<file path="src/rtl/div_seq.sv">
// ---------------------------------------------------------------------------
// div_seq -- iterative restoring divider for DIV/DIVU in the execute stage.
//
// result_o = {remainder, quotient} = {HI, LO}. EX holds start_i and
// signed_div_i until ready_o; stallreq_o stalls the pipeline meanwhile.
//
// Optional feature macro: DIV_EARLY_TERM_EN
//   defined   : a nonzero divisor with |a| < |b| skips the iteration loop and
//               finishes with q = 0, r = dividend (ready one edge after start).
//   undefined : every nonzero-divisor divide runs the full WIDTH iterations.
// Results are identical either way; only latency differs.
// ---------------------------------------------------------------------------
module div_seq #(
  parameter int WIDTH = 32,
  parameter int CNT_W = 6
) (
  input  logic               clk,
  input  logic               rst,
  input  logic               signed_div_i,
  input  logic [WIDTH-1:0]   opdata1_i,
  input  logic [WIDTH-1:0]   opdata2_i,
  input  logic               start_i,
  input  logic               annul_i,
  output logic [2*WIDTH-1:0] result_o,
  output logic               ready_o,
  output logic               stallreq_o
);

  typedef enum logic [1:0] {
    S_FREE   = 2'd0,
    S_ON     = 2'd1,
    S_BYZERO = 2'd2,
    S_END    = 2'd3
  } state_t;

  state_t state_q, state_d;

  // Latched operand magnitudes, sign bookkeeping and iteration state.
  logic [WIDTH-1:0] quo_q;      // dividend shifts out MSB-first, quotient shifts in
  logic [WIDTH-1:0] rem_q;      // partial remainder (always < divisor)
  logic [WIDTH-1:0] dvs_q;      // |divisor|, kept as an unsigned WIDTH-bit magnitude
  logic             neg_quo_q;  // quotient must be negated at the end
  logic             neg_rem_q;  // remainder takes the dividend's sign
  logic [CNT_W-1:0] cnt_q;

  // Operand conditioning in FREE: negate only for signed divides with MSB set.
  logic             a_neg, b_neg;
  logic [WIDTH-1:0] a_mag, b_mag;
  logic             div_zero;
  logic             accept;

  assign a_neg    = signed_div_i & opdata1_i[WIDTH-1];
  assign b_neg    = signed_div_i & opdata2_i[WIDTH-1];
  assign a_mag    = a_neg ? -opdata1_i : opdata1_i;
  assign b_mag    = b_neg ? -opdata2_i : opdata2_i;
  assign div_zero = (opdata2_i == '0);
  // A simultaneous flush wins over a new request.
  assign accept   = (state_q == S_FREE) & start_i & ~annul_i;

`ifdef DIV_EARLY_TERM_EN
  logic early_done;
  // |a| < |b| means q = 0 and r = a, so the loop can be skipped.
  assign early_done = ~div_zero & (a_mag < b_mag);
`endif

  // One restoring step: the shifted partial remainder is WIDTH+1 bits so a
  // divisor magnitude of 2^(WIDTH-1) still compares correctly; one extra bit
  // on the subtraction exposes the borrow.
  logic [WIDTH:0]   shifted;
  logic [WIDTH+1:0] trial;
  logic             borrow;
  logic [WIDTH-1:0] rem_step;
  logic [WIDTH-1:0] quo_step;
  logic             cnt_done;
  logic [WIDTH-1:0] quo_fix;
  logic [WIDTH-1:0] rem_fix;

  assign shifted  = {rem_q, quo_q[WIDTH-1]};
  assign trial    = {1'b0, shifted} - {2'b00, dvs_q};
  assign borrow   = trial[WIDTH+1];
  assign rem_step = borrow ? shifted[WIDTH-1:0] : trial[WIDTH-1:0];
  assign quo_step = {quo_q[WIDTH-2:0], ~borrow};
  assign cnt_done = (cnt_q == CNT_W'(WIDTH));

  // Sign correction; the most negative quotient wraps onto itself, no trap.
  assign quo_fix  = neg_quo_q ? -quo_q : quo_q;
  assign rem_fix  = neg_rem_q ? -rem_q : rem_q;

  // Stall while a request is outstanding and its result is not yet valid;
  // it falls in the same cycle ready_o rises.
  assign stallreq_o = start_i & ~annul_i & ~ready_o;

  // State register with synchronous reset.
  // NOTE: sequential state uses non-blocking (<=) so every flop samples
  // pre-edge values; blocking (=) here would create order-dependent races.
  always_ff @(posedge clk) begin
    if (rst) state_q <= S_FREE;
    else     state_q <= state_d;
  end

  // Next-state decode.
  // NOTE: state_d gets a default before the case so no path leaves it
  // unassigned; a missing default would infer a latch.
  always_comb begin
    state_d = state_q;
    unique case (state_q)
      S_FREE: begin
        if (accept) begin
          if (div_zero) begin
            state_d = S_BYZERO;
          end else begin
`ifdef DIV_EARLY_TERM_EN
            state_d = early_done ? S_END : S_ON;
`else
            state_d = S_ON;
`endif
          end
        end
      end
      S_ON: begin
        if (annul_i)       state_d = S_FREE;
        else if (cnt_done) state_d = S_END;
      end
      S_BYZERO: begin
        state_d = S_END;
      end
      S_END: begin
        if (annul_i || !start_i) state_d = S_FREE;
      end
      default: state_d = S_FREE;
    endcase
  end

  // Datapath: operand latch, iteration, result load and the ready flag.
  always_ff @(posedge clk) begin
    if (rst) begin
      quo_q     <= '0;
      rem_q     <= '0;
      dvs_q     <= '0;
      neg_quo_q <= 1'b0;
      neg_rem_q <= 1'b0;
      cnt_q     <= '0;
      result_o  <= '0;
      ready_o   <= 1'b0;
    end else begin
      // ready_o is registered: it rises on the first edge spent in END and
      // clears on the edge that leaves END.
      ready_o <= (state_q == S_END) & start_i & ~annul_i;

      unique case (state_q)
        S_FREE: begin
          if (accept) begin
            quo_q     <= a_mag;
            rem_q     <= '0;
            dvs_q     <= b_mag;
            neg_quo_q <= a_neg ^ b_neg;
            neg_rem_q <= a_neg;
            cnt_q     <= '0;
`ifdef DIV_EARLY_TERM_EN
            if (early_done) result_o <= {opdata1_i, {WIDTH{1'b0}}};
`endif
          end
        end
        S_ON: begin
          // A flush abandons the divide and leaves result_o untouched.
          if (!annul_i) begin
            if (!cnt_done) begin
              quo_q <= quo_step;
              rem_q <= rem_step;
              cnt_q <= cnt_q + CNT_W'(1);
            end else begin
              result_o <= {rem_fix, quo_fix};
            end
          end
        end
        S_BYZERO: begin
          // Architecturally undefined result; zero keeps it deterministic.
          result_o <= '0;
        end
        default: begin
        end
      endcase
    end
  end

endmodule

</file>
<file path="config.mk">
export PLATFORM = sky130hd
export DESIGN_NAME = div_seq
export DESIGN_NICKNAME = d
export VERILOG_FILES = /design/src/rtl/div_seq.sv
export SDC_FILE = /design/constraint.sdc
export NUM_CORES = 1
export LEC_CHECK = 0
export CAP_MARGIN = 40
export CELL_PAD_IN_SITES_DETAIL_PLACEMENT = 1
export CELL_PAD_IN_SITES_GLOBAL_PLACEMENT = 1
export CORE_MARGIN = 5
export CORE_UTILIZATION = 37
export DETAILED_ROUTE_END_ITERATION = 10
export GPL_ROUTABILITY_DRIVEN = 1
export MAX_ROUTING_LAYER = met4
export PLACE_DENSITY_LB_ADDON = 0.15
export SLEW_MARGIN = 0
export SYNTH_ARGS = -nofsm -noshare
export SYNTH_HDL_FRONTEND = slang
export SYNTH_SLANG_ARGS = --single-unit
</file>
<file path="constraint.sdc">
create_clock -name clk -period 2.58 [get_ports clk]
set_input_delay 0.258 -clock clk [delete_from_list [all_inputs] [get_ports clk]]
set_output_delay 0.258 -clock clk [all_outputs]
set_load 0.01 [all_outputs]
</file>
==> results.sh <==
export IMPL_worstSkewPairLatency_ps=450
export IMPL_synth_warnings=0
export IMPL_finalNetCount=1781
export IMPL_syn2layout_area_growth_pct=44.9
export IMPL_layout_common_cells="202 x buf_4, 175 x nor2_1, 152 x dfxtp_1, 151 x nand2_1, 133 x clkdlybuf4s50_1"
export IMPL_setup_violations_final=22
export IMPL_hold_viol_final=0
export IMPL_route_vias_total=11516
export IMPL_grt_ovfl_total=0
export IMPL_port_buffers=134
export IMPL_cp_startpoint="quo_q[31]"
export IMPL_ios=135
export IMPL_seqPwrFrac_pct=39.2
export IMPL_fmax_ghz=0.364
export IMPL_dp_hpwl_mm=29.5
export IMPL_ys_async_sr_fraction_pct=0
export IMPL_ys_dominant_reg_cell="dfxtp_1"
export IMPL_synth_cells=1378
export IMPL_synth_top_area_share_pct=32.4
export IMPL_synth_largest_area_cell="dfxtp_1"
export IMPL_cts_buffers_inserted=17
export IMPL_r2r_end="rem_q[9]"
export IMPL_wl_per_cell_um=20.6
export IMPL_outcome="complete, but fails checks"
export IMPL_fin_ws_ps=-168
export IMPL_final_common_cell="buf_4"
export IMPL_final_fill_count=3353
export IMPL_violations="setup timing"
export IMPL_critPathBufInv=4
export IMPL_max_stage_delay_ps=360
export IMPL_syn_cell_area_um2=10600
export IMPL_core_um2=28000
export IMPL_slew_viol_final=0
export IMPL_grt_first_pass_wirelength_mm=64.0
export IMPL_design_area_um2=15300
export IMPL_yosysUniqueCellTypes=73
export IMPL_worst_pin_slew_ps=964
export IMPL_fin_crit_ps=2750
export IMPL_die_w_um=179
export IMPL_drt_iter0_markers=774
export IMPL_post_route_cells_drive_above_1_share_pct=23.5
export IMPL_viasPerCell=5.58
export IMPL_clockBufferDepth=2
export IMPL_required_ps=2880
export IMPL_finalWirelength_mm=42.6
export IMPL_cp_top_family="compound AO/OA/AOI/OAI gates"
export IMPL_seq_area_um2=3450
export IMPL_critPathLaunchType="flip-flop"
export IMPL_synthTopCellsByArea="dfxtp_1 32%, xnor2_1 6.6%, nor2_1 6.4%, nand2_1 5.4%, xor2_1 5.1%"
export IMPL_reg2reg_from="quo_q[31]"
export IMPL_ys_ff_latch=171
export IMPL_p_comb_share_pct=23.5
export IMPL_grt_max_degree=56
export IMPL_grt_pass1_vias=11583
export IMPL_net_switching_power_uw=2360
export IMPL_yosysSeqAreaShare_pct=32.4
export IMPL_max_cap_violations=0
export IMPL_fin_worst_skew_ps=14.2
export IMPL_cts_htree_levels=4
export IMPL_grt_setup_unrepaired="true"
export IMPL_place_ws_ps=-351
export IMPL_crit_type="reg2reg"
export IMPL_dr_pass1_iters=5
export IMPL_die_y_um=179
export IMPL_die_area_um2=32000
export IMPL_final_antenna_net_count=0
export IMPL_root_buffer="clkbuf_16"
export IMPL_drc=0
export IMPL_initial_core_util_pct=37.7
export IMPL_row_count=61
export IMPL_track_usage_pct=25.9
export IMPL_clkPwrFrac_pct=37.3
export IMPL_cp_endpoint="rem_q[9]"
export IMPL_critPathCaptureType="flip-flop"
export IMPL_ff2ff_setup_slack_ps=-170
export IMPL_cp_arrival_ps=3040
export IMPL_antenna_cells=0
export IMPL_antenna_found_initial=0
export IMPL_holdWs_ps=261
export IMPL_irDropWorstVdd_v=0.000395
export IMPL_synth_nets=1486
export IMPL_hold_depth=2
export IMPL_relSlewSlack_pct=35.6
export IMPL_swShare_pct=33.0
export IMPL_reg2regPathDepth=13
export IMPL_fin_crit_sh_pct=107
export IMPL_fin_tns_setup_ps=-1300
export IMPL_holdCritStartpoint="rst"
export IMPL_multi_input_area_um2=7450
export IMPL_worstPathCellList="inv_2 -> ha_4 -> buf_6 -> nor2b_4 -> o2111ai_4 -> a211oi_4 -> o31ai_4 -> a211oi_4 -> buf_6 -> o21a_4 -> buf_12 -> mux2i_1 -> o21ai_0"
export IMPL_hold_buffers=0
export IMPL_hold_path_class="in2reg"
export IMPL_internal_power_uw=4790
export IMPL_cts_tree="built"
export IMPL_p_leak_uw=0.00596
export IMPL_cpMaxStageDelayCell="dfxtp_2"
export IMPL_cp_depth=13
export IMPL_p_per_area_nw_per_um2=467
export IMPL_syn_area_per_cell_um2=7.67
export IMPL_critPathMaxFanout=5
export IMPL_final_core_util_pct=54.6
export IMPL_clock_sinks=171
export IMPL_synth_edff_count=0
export IMPL_cts_clk_slew_worst_paths_ps=90
export IMPL_routabilityCongestion=0.865
export IMPL_place_area_um2=13500
-- Yosys cell counts, drive strengths merged, types with 26 or more instances --
| library cell | number |
|---|---|
| inv | 52 |
| nand2 | 151 |
| nor2 | 181 |
| a22oi | 40 |
| xor2 | 62 |
| ha | 38 |
| a21oi | 103 |
| o21ai | 117 |
| dfxtp | 171 |
| a211oi | 51 |
| nand3 | 26 |
| xnor2 | 80 |
| clkbuf | 74 |
-- worst min-delay path by stage --
stage / slack, ps / endpoint
2_1_floorplan: 390 / dvs_q[0]
3_3_place_gp: 440 / result_o[31]
3_5_place_dp: 440 / result_o[25]
4_1_cts: 240 / quo_q[0]
5_1_grt: 260 / quo_q[1]
6_report: 260 / quo_q[0]
-- power groups by stage --
stage	registers (uW)	logic [uW]	clock network (uW)
finish	2800	1680	2660
global route	2810	1810	2800
CTS	2790	1490	2680
detailed placement	2850	1350	0
global placement	2840	1310	0
floorplan	2820	759	0
-- area by class of cell --
class                   count  area share [%]
multi-input cells        1077            48.7
repair buffers            354            20.4
clock buffers              17            2.78
flip-flops and latches    171            22.5
inverters                  52            1.28
clock inverters            15            1.18
well taps                 378            3.09
-- layer usage --
| layer | share of wire, % | vias to the layer above | global-route usage, % | wire length, um |
|---|---|---|---|---|
| met5 | 0 | - | - | 0 |
| met4 | 2.0 | 0 | 5.56 | 843 |
| met3 | 5.1 | 59 | 3.27 | 2160 |
| met2 | 47 | 364 | 40.5 | 19900 |
| met1 | 46 | 5614 | 36.0 | 19700 |
| li1 | - | 5479 | - | - |
-- stage by stage --
stage / total power (uW) / std cells
2_1_floorplan: 3580 / 1378
3_3_place_gp: 4160 / 1993
3_5_place_dp: 4200 / 1993
4_1_cts: 6970 / 2043
5_1_grt: 7410 / 2064
6_report: 7150 / 2064
-- state kept, by name, indices dropped and copies added, names as in the netlist --
register	count
ready_o	1
neg_quo_q	1
neg_rem_q	1
state_q	2
cnt_q	6
rem_q	32
result_o	64
dvs_q	32
quo_q	32
-- logic make-up (layout without fill, tap and decap cells) --
family                   after synthesis  in the layout  share of synthesized area (%)
AND/OR/NAND/NOR                      476            476                           20.6
AO/OA/AOI/OAI                        410            410                           24.9
multiplexers                          10             10                          0.948
adder cells (fa/ha/maj)               39             39                           4.69
buffers and inverters                130            438                           4.65
flip-flops                           171            171                           32.4
XOR/XNOR                             142            142                           11.8
-- worst reg2reg max path, stage by stage (launching register included) --
cell       delay, ps
dfxtp_2          360
inv_2             60
ha_4             160
buf_6            120
nor2b_4          150
o2111ai_4        170
a211oi_4         320
o31ai_4          130
a211oi_4         290
buf_6            150
o21a_4           190
buf_12           140
mux2i_1          230
o21ai_0          130
-- timing repair --
item                                    in CTS  in global routing
endpoints found under the setup margin      40                 52
buffers inserted                            17                 22
gates resized for setup                     88                 80
gates cloned                                 1                  2
pin swaps                                   29                 50
Power figures use the tool's default switching activity.
